<file path="src/rtl/rtc_bus_pkg.sv">
// Shared definitions for the RTC multiplexed-bus cycle generator.
// RTC_BUS_RECOVERY_EN adds the RECOVERY state to the encoding.
package rtc_bus_pkg;

  localparam int BUS_W           = 8;
  localparam int T_PHASE_DEFAULT = 10;

  typedef enum logic [3:0] {
    ST_IDLE        = 4'd0,
    ST_ADDR_SETUP  = 4'd1,
    ST_ADDR_STROBE = 4'd2,
    ST_ADDR_HOLD   = 4'd3,
    ST_DATA_SETUP  = 4'd4,
    ST_DATA_STROBE = 4'd5,
    ST_DATA_HOLD   = 4'd6,
`ifdef RTC_BUS_RECOVERY_EN
    ST_RECOVERY    = 4'd7,
`endif
    ST_DONE        = 4'd8
  } state_t;

  // Every state except IDLE and DONE lasts a full phase.
  function automatic logic is_timed(state_t s);
    return !(s == ST_IDLE || s == ST_DONE);
  endfunction

  // A single-cycle phase still needs a one-bit counter.
  function automatic int cnt_width(int t_phase);
    return (t_phase <= 1) ? 1 : $clog2(t_phase);
  endfunction

endpackage

</file>
<file path="src/rtl/rtc_phase_timer.sv">
// Phase counter for the RTC bus FSM: counts 0..T_PHASE-1 and flags the last cycle.
// Clearing has priority over counting.
module rtc_phase_timer
  import rtc_bus_pkg::*;
#(
  parameter int T_PHASE = T_PHASE_DEFAULT
) (
  input  logic clk,
  input  logic reset,
  input  logic clear,
  output logic tc
);

  localparam int                 CNT_W = cnt_width(T_PHASE);
  localparam logic [CNT_W-1:0]   LAST  = CNT_W'(T_PHASE - 1);

  logic [CNT_W-1:0] count_reg;

  always_ff @(posedge clk) begin
    if (!reset) begin
      count_reg <= '0;
    end else if (clear) begin
      count_reg <= '0;
    end else begin
      count_reg <= count_reg + CNT_W'(1);
    end
  end

  assign tc = (count_reg == LAST);

endmodule

</file>
<file path="src/rtl/rtc_bus_ctrl.sv">
// Bus-cycle generator for the RTC multiplexed AD port; all outputs registered.
// Optional RECOVERY phase after DATA_HOLD is enabled by RTC_BUS_RECOVERY_EN.
module rtc_bus_ctrl
  import rtc_bus_pkg::*;
#(
  parameter int T_PHASE = T_PHASE_DEFAULT
) (
  input  logic             clk,
  input  logic             reset,
  input  logic             start,
  input  logic             rw,
  input  logic [BUS_W-1:0] addr,
  input  logic [BUS_W-1:0] wdata,
  output logic             busy,
  output logic             done,
  output logic [BUS_W-1:0] rdata,
  output logic [BUS_W-1:0] ad_out,
  output logic             ad_oe,
  input  logic [BUS_W-1:0] ad_in,
  output logic             ad_sel,
  output logic             cs_n,
  output logic             rd_n,
  output logic             wr_n
);

  state_t           state_reg, state_next;
  logic             rw_reg, rw_next;
  logic [BUS_W-1:0] addr_reg, addr_next;
  logic [BUS_W-1:0] wdata_reg, wdata_next;
  logic [BUS_W-1:0] rdata_reg, rdata_next;
  logic [BUS_W-1:0] ad_out_reg, ad_out_next;
  logic             busy_reg, busy_next;
  logic             done_reg, done_next;
  logic             ad_oe_reg, ad_oe_next;
  logic             ad_sel_reg, ad_sel_next;
  logic             cs_n_reg, cs_n_next;
  logic             rd_n_reg, rd_n_next;
  logic             wr_n_reg, wr_n_next;

  logic phase_tc;
  logic phase_clear;

  rtc_phase_timer #(
    .T_PHASE(T_PHASE)
  ) u_timer (
    .clk  (clk),
    .reset(reset),
    .clear(phase_clear),
    .tc   (phase_tc)
  );

  always_ff @(posedge clk) begin
    if (!reset) begin
      state_reg  <= ST_IDLE;
      rw_reg     <= 1'b0;
      addr_reg   <= '0;
      wdata_reg  <= '0;
      rdata_reg  <= '0;
      ad_out_reg <= '0;
      busy_reg   <= 1'b0;
      done_reg   <= 1'b0;
      ad_oe_reg  <= 1'b0;
      ad_sel_reg <= 1'b0;
      cs_n_reg   <= 1'b1;
      rd_n_reg   <= 1'b1;
      wr_n_reg   <= 1'b1;
    end else begin
      state_reg  <= state_next;
      rw_reg     <= rw_next;
      addr_reg   <= addr_next;
      wdata_reg  <= wdata_next;
      rdata_reg  <= rdata_next;
      ad_out_reg <= ad_out_next;
      busy_reg   <= busy_next;
      done_reg   <= done_next;
      ad_oe_reg  <= ad_oe_next;
      ad_sel_reg <= ad_sel_next;
      cs_n_reg   <= cs_n_next;
      rd_n_reg   <= rd_n_next;
      wr_n_reg   <= wr_n_next;
    end
  end

  always_comb begin
    state_next = state_reg;
    rw_next    = rw_reg;
    addr_next  = addr_reg;
    wdata_next = wdata_reg;
    rdata_next = rdata_reg;

    case (state_reg)
      ST_IDLE: begin
        if (start) begin
          rw_next    = rw;
          addr_next  = addr;
          wdata_next = wdata;
          state_next = ST_ADDR_SETUP;
        end
      end
      ST_ADDR_SETUP:  if (phase_tc) state_next = ST_ADDR_STROBE;
      ST_ADDR_STROBE: if (phase_tc) state_next = ST_ADDR_HOLD;
      ST_ADDR_HOLD:   if (phase_tc) state_next = ST_DATA_SETUP;
      ST_DATA_SETUP:  if (phase_tc) state_next = ST_DATA_STROBE;
      ST_DATA_STROBE: begin
        if (phase_tc) begin
          state_next = ST_DATA_HOLD;
          if (rw_reg) rdata_next = ad_in;
        end
      end
      ST_DATA_HOLD: begin
        if (phase_tc) begin
`ifdef RTC_BUS_RECOVERY_EN
          state_next = ST_RECOVERY;
`else
          state_next = ST_DONE;
`endif
        end
      end
`ifdef RTC_BUS_RECOVERY_EN
      ST_RECOVERY:    if (phase_tc) state_next = ST_DONE;
`endif
      ST_DONE:        state_next = ST_IDLE;
      default:        state_next = ST_IDLE;
    endcase

    phase_clear = (state_next != state_reg) || !is_timed(state_reg);

    // Outputs are decoded from the upcoming state so they appear with it.
    ad_out_next = ad_out_reg;
    ad_oe_next  = 1'b0;
    ad_sel_next = 1'b0;
    cs_n_next   = 1'b1;
    rd_n_next   = 1'b1;
    wr_n_next   = 1'b1;
    busy_next   = (state_next != ST_IDLE);
    done_next   = (state_next == ST_DONE);

    case (state_next)
      ST_ADDR_SETUP, ST_ADDR_STROBE, ST_ADDR_HOLD: begin
        cs_n_next   = 1'b0;
        ad_sel_next = 1'b1;
        ad_out_next = addr_next;
        ad_oe_next  = 1'b1;
        wr_n_next   = (state_next != ST_ADDR_STROBE);
      end
      ST_DATA_SETUP, ST_DATA_STROBE, ST_DATA_HOLD: begin
        cs_n_next = 1'b0;
        if (rw_next) begin
          rd_n_next = (state_next != ST_DATA_STROBE);
        end else begin
          ad_out_next = wdata_next;
          ad_oe_next  = 1'b1;
          wr_n_next   = (state_next != ST_DATA_STROBE);
        end
      end
      default: ;
    endcase
  end

  assign busy   = busy_reg;
  assign done   = done_reg;
  assign rdata  = rdata_reg;
  assign ad_out = ad_out_reg;
  assign ad_oe  = ad_oe_reg;
  assign ad_sel = ad_sel_reg;
  assign cs_n   = cs_n_reg;
  assign rd_n   = rd_n_reg;
  assign wr_n   = wr_n_reg;

endmodule

</file>
<file path="config.mk">
export PLATFORM = sky130hd
export DESIGN_NAME = rtc_bus_ctrl
export DESIGN_NICKNAME = d
export VERILOG_FILES = /design/src/rtl/rtc_bus_pkg.sv /design/src/rtl/rtc_phase_timer.sv /design/src/rtl/rtc_bus_ctrl.sv
export SDC_FILE = /design/constraint.sdc
export NUM_CORES = 1
export LEC_CHECK = 0
export ABC_AREA = 1
export BUFFER_PORTS_ARGS = -buffer_cell sky130_fd_sc_hd__buf_2
export CAP_MARGIN = 30
export CORE_ASPECT_RATIO = 0.7
export CORE_MARGIN = 4
export CORE_UTILIZATION = 53
export DETAILED_ROUTE_END_ITERATION = 8
export HOLD_SLACK_MARGIN = 0.15
export PLACE_DENSITY = 0.79
export SLEW_MARGIN = 25
export SYNTH_ARGS = -nofsm -noshare
export SYNTH_HDL_FRONTEND = slang
export SYNTH_SLANG_ARGS = --single-unit
</file>
<file path="constraint.sdc">
create_clock -name clk -period 2.2 [get_ports clk]
set_input_delay 0.22 -clock clk [delete_from_list [all_inputs] [get_ports clk]]
set_output_delay 0.22 -clock clk [all_outputs]
set_load 0.01 [all_outputs]
</file>
==> key figures <==
Power
  – Psw: 0.463 mW
  – Leak: 1.33 nW
  – Logic pwr share: 0.159
  – Sw Share: 0.266
  – P_int: 1.28 mW
  – VDD IR max: 447 uV
  – Clock Power Share: 0.305
  – Flop pwr share: 0.536
  – P per Cell Area: 664 nW/um^2

Timing
  – Fin crit share: 0.858
  – Unrepaired setup endpoints after global routing: no
  – Layout Skew: 0.00772 ns
  – Final Setup Violations: 0
  – Final Hold Fails: 0
  – Slew HR: 0.769
  – Tightest Pin Transition: 0.347 ns
  – Slew Limit Fails: 0
  – Worst setup margin: 0.312 ns
  – Post-layout min period: 1.89 ns
  – Fin Setup TNS: 0 ns
  – Max Freq: 530 MHz

Yosys
  – Synth area leaders: dfxtp_1 (44%), nand2_1 (18%), nor2_1 (6.2%)
  – Yosys cell types: 26
  – Avg Cell Area, Syn: 7.23 sq um
  – Register area share after synthesis: 0.440
  – Ys flop type: dfxtp_1
  – #FFs+latches synth: 48
  – EDFF count, synth: 0
  – Mapped cell area: 2180 sq um
  – Area leader, netlist: dfxtp_1
  – Most frequent cell after synthesis: nand2_1
  – Yosys Warn Count: 0
  – Synth async-reset ratio: 0
  – Post-Syn Nets: 332
  – Mapped Cells: 302
  – Synth cell count leaders: nand2_1 (104), dfxtp_1 (48), nor2_1 (36)
  – Post-synth top area share: 0.440

Finish
  – Final core utilization: 0.664
  – P&R area growth vs syn: 20.0%
  – Nets: 390
  – Antenna cells: 0
  – Layout cells sized above 1: 0.252

Routing
  – Antenna Nets Post-Route: 0
  – Total number of vias: 1974
  – Drt total wl: 4.85 mm
  – DRC: 0
  – WL/cell: 11.7 um
  – Via density: 4.78
  – Iteration-0 DRC Markers: 162
  – DRT Pass-1 Iters: 4

Clock tree
  – CTS Buffer Depth: 2
  – Root buffer cell: clkbuf_8
  – H-tree depth: 2
  – Num Clock Sinks: 48
  – CTS tree: done
  – CTS hold repair buffers: 7
  – Clk_lat worst skew: 0.30 ns
  – # resized after CTS: 0
  – Postcts setup bufs: 0
  – CTS clk-pin slew, worst paths: 0.08 ns
  – Num CTS Buffers: 5

Setup path
  – Startpoint types: register
  – Crit-path max cell delay: 0.38 ns
  – Crit end category: register
  – Worst-path cell chain: ha_1 > nand2_1 > nor2_4 > nand3_1 > nand2_1 > inv_2 > nor2_4 > nand2_8 > a21oi_2 > nor2_1
  – Slowest-stage cell, CP: dfxtp_1
  – Crit-path max FO: 18
  – Critical Path AT: 2.09 ns
  – Crit path kind: reg2reg
  – Req. time, crit path: 2.40 ns

Floorplan
  – I/O pin count: 51
  – Initial Util: 0.553
  – DIE HEIGHT: 61.7 um
  – Die W: 84.7 um
  – Core Area: 3950 sq um
  – Row Count: 19
  – DIE AREA: 5220 sq um

Place
  – DPL Wire Length: 3.57 mm
  – IO Port Bufs: 50
  – Dpl ws: 0.341 ns
  – Gp weighted congestion: 0.964

Job
  – Max-cap viol count: 0

Global route
  – Overflow after GRT: 0
  – Initial antenna violation count: 0
  – First-pass GRT wire length: 8.08 mm
  – Vias in the first global route: 1741
  – Largest net degree at the start of global routing: 24
  – GRT Overall Usage: 0.197

Outcome
  – Status: finished, final reports clean

Worst hold path
  – Worst min path class: in2reg
-- critical path, delay by kind of cell (launching register included) --
family | cells | cell delay (ns)
compound gates | 1 | 0.15
fa+ha+maj | 1 | 0.17
flops | 1 | 0.38
buf+inv | 1 | 0.17
simple gates | 7 | 0.92
-- per-layer routing --
layer / vias up / global-route usage / part of all wire
met1: 858 / 0.278 / 0.51
li1: 1065 / - / -
met3: 7 / 0.0495 / 0.055
met5: - / 0 / 0
met4: 0 / 0.0609 / 0.011
met2: 44 / 0.302 / 0.42
-- power by group through the flow --
stage	Clock [mW]	Combinational (mW)	Sequential, mW
after floorplan	0	0.179	0.963
after global placement	0	0.263	0.951
after detailed placement	0	0.264	0.953
after CTS	0.547	0.275	0.932
after global routing	0.584	0.312	0.938
final	0.529	0.277	0.932
-- per-stage QoR --
step,power [mW],cell area [sq um],hold slack [ns],cells
floorplan,1.14,2180,0.355,302
global placement,1.21,2460,0.444,398
detailed placement,1.22,2460,0.452,398
CTS,1.75,2620,0.161,413
global route,1.83,2620,0.172,413
finish,1.74,2620,0.162,413
-- layout by cell type, fill, tap and decap left out, types with 3 or more instances in the layout --
cell and n:
dlygate4sd3_1 7, inv_2 6, buf_4 5, o21ai_0 10, buf_2 50, nand3_1 19
nor2_1 36, a21oi_1 17, inv_1 19, a21oi_2 10, nand2_1 104, clkbuf_8 6
nor3_1 3, nor2_2 4, dfxtp_1 48, nor2_4 3
-- final timing paths --
kind	start	to	slack, ns	depth (start not counted)
max	u_timer.count_reg[0]	ad_out[4]	0.31	10
min	ad_in[1]	rdata[1]	0.16	3
max reg2reg	u_timer.count_reg[0]	ad_out[4]	0.31	10
min reg2reg	u_timer.count_reg[0]	u_timer.count_reg[0]	0.47	1
-- cell type report --
type / count / area [sq um]
sequential: 48 / 961
timing repair buffer: 62 / 358
multi-input combinational: 218 / 1050
fill: 383 / 1330
tap: 52 / 65.1
clock buffer: 6 / 82.6
clock inverter: 2 / 10.0
inverter: 25 / 93.8
-- kinds of logic (layout without fill, tap and decap cells) --
family,Yosys count,count (layout),synth area share
and+or+nand+nor,174,174,0.345
DFF,48,48,0.440
buffers and inverters,36,95,0.0791
xor gates and xnor gates,3,3,0.0120
AOI/OAI and AO/OA,39,39,0.112
adders and majority gates,2,2,0.0115
(Power assumes the default switching activity.)
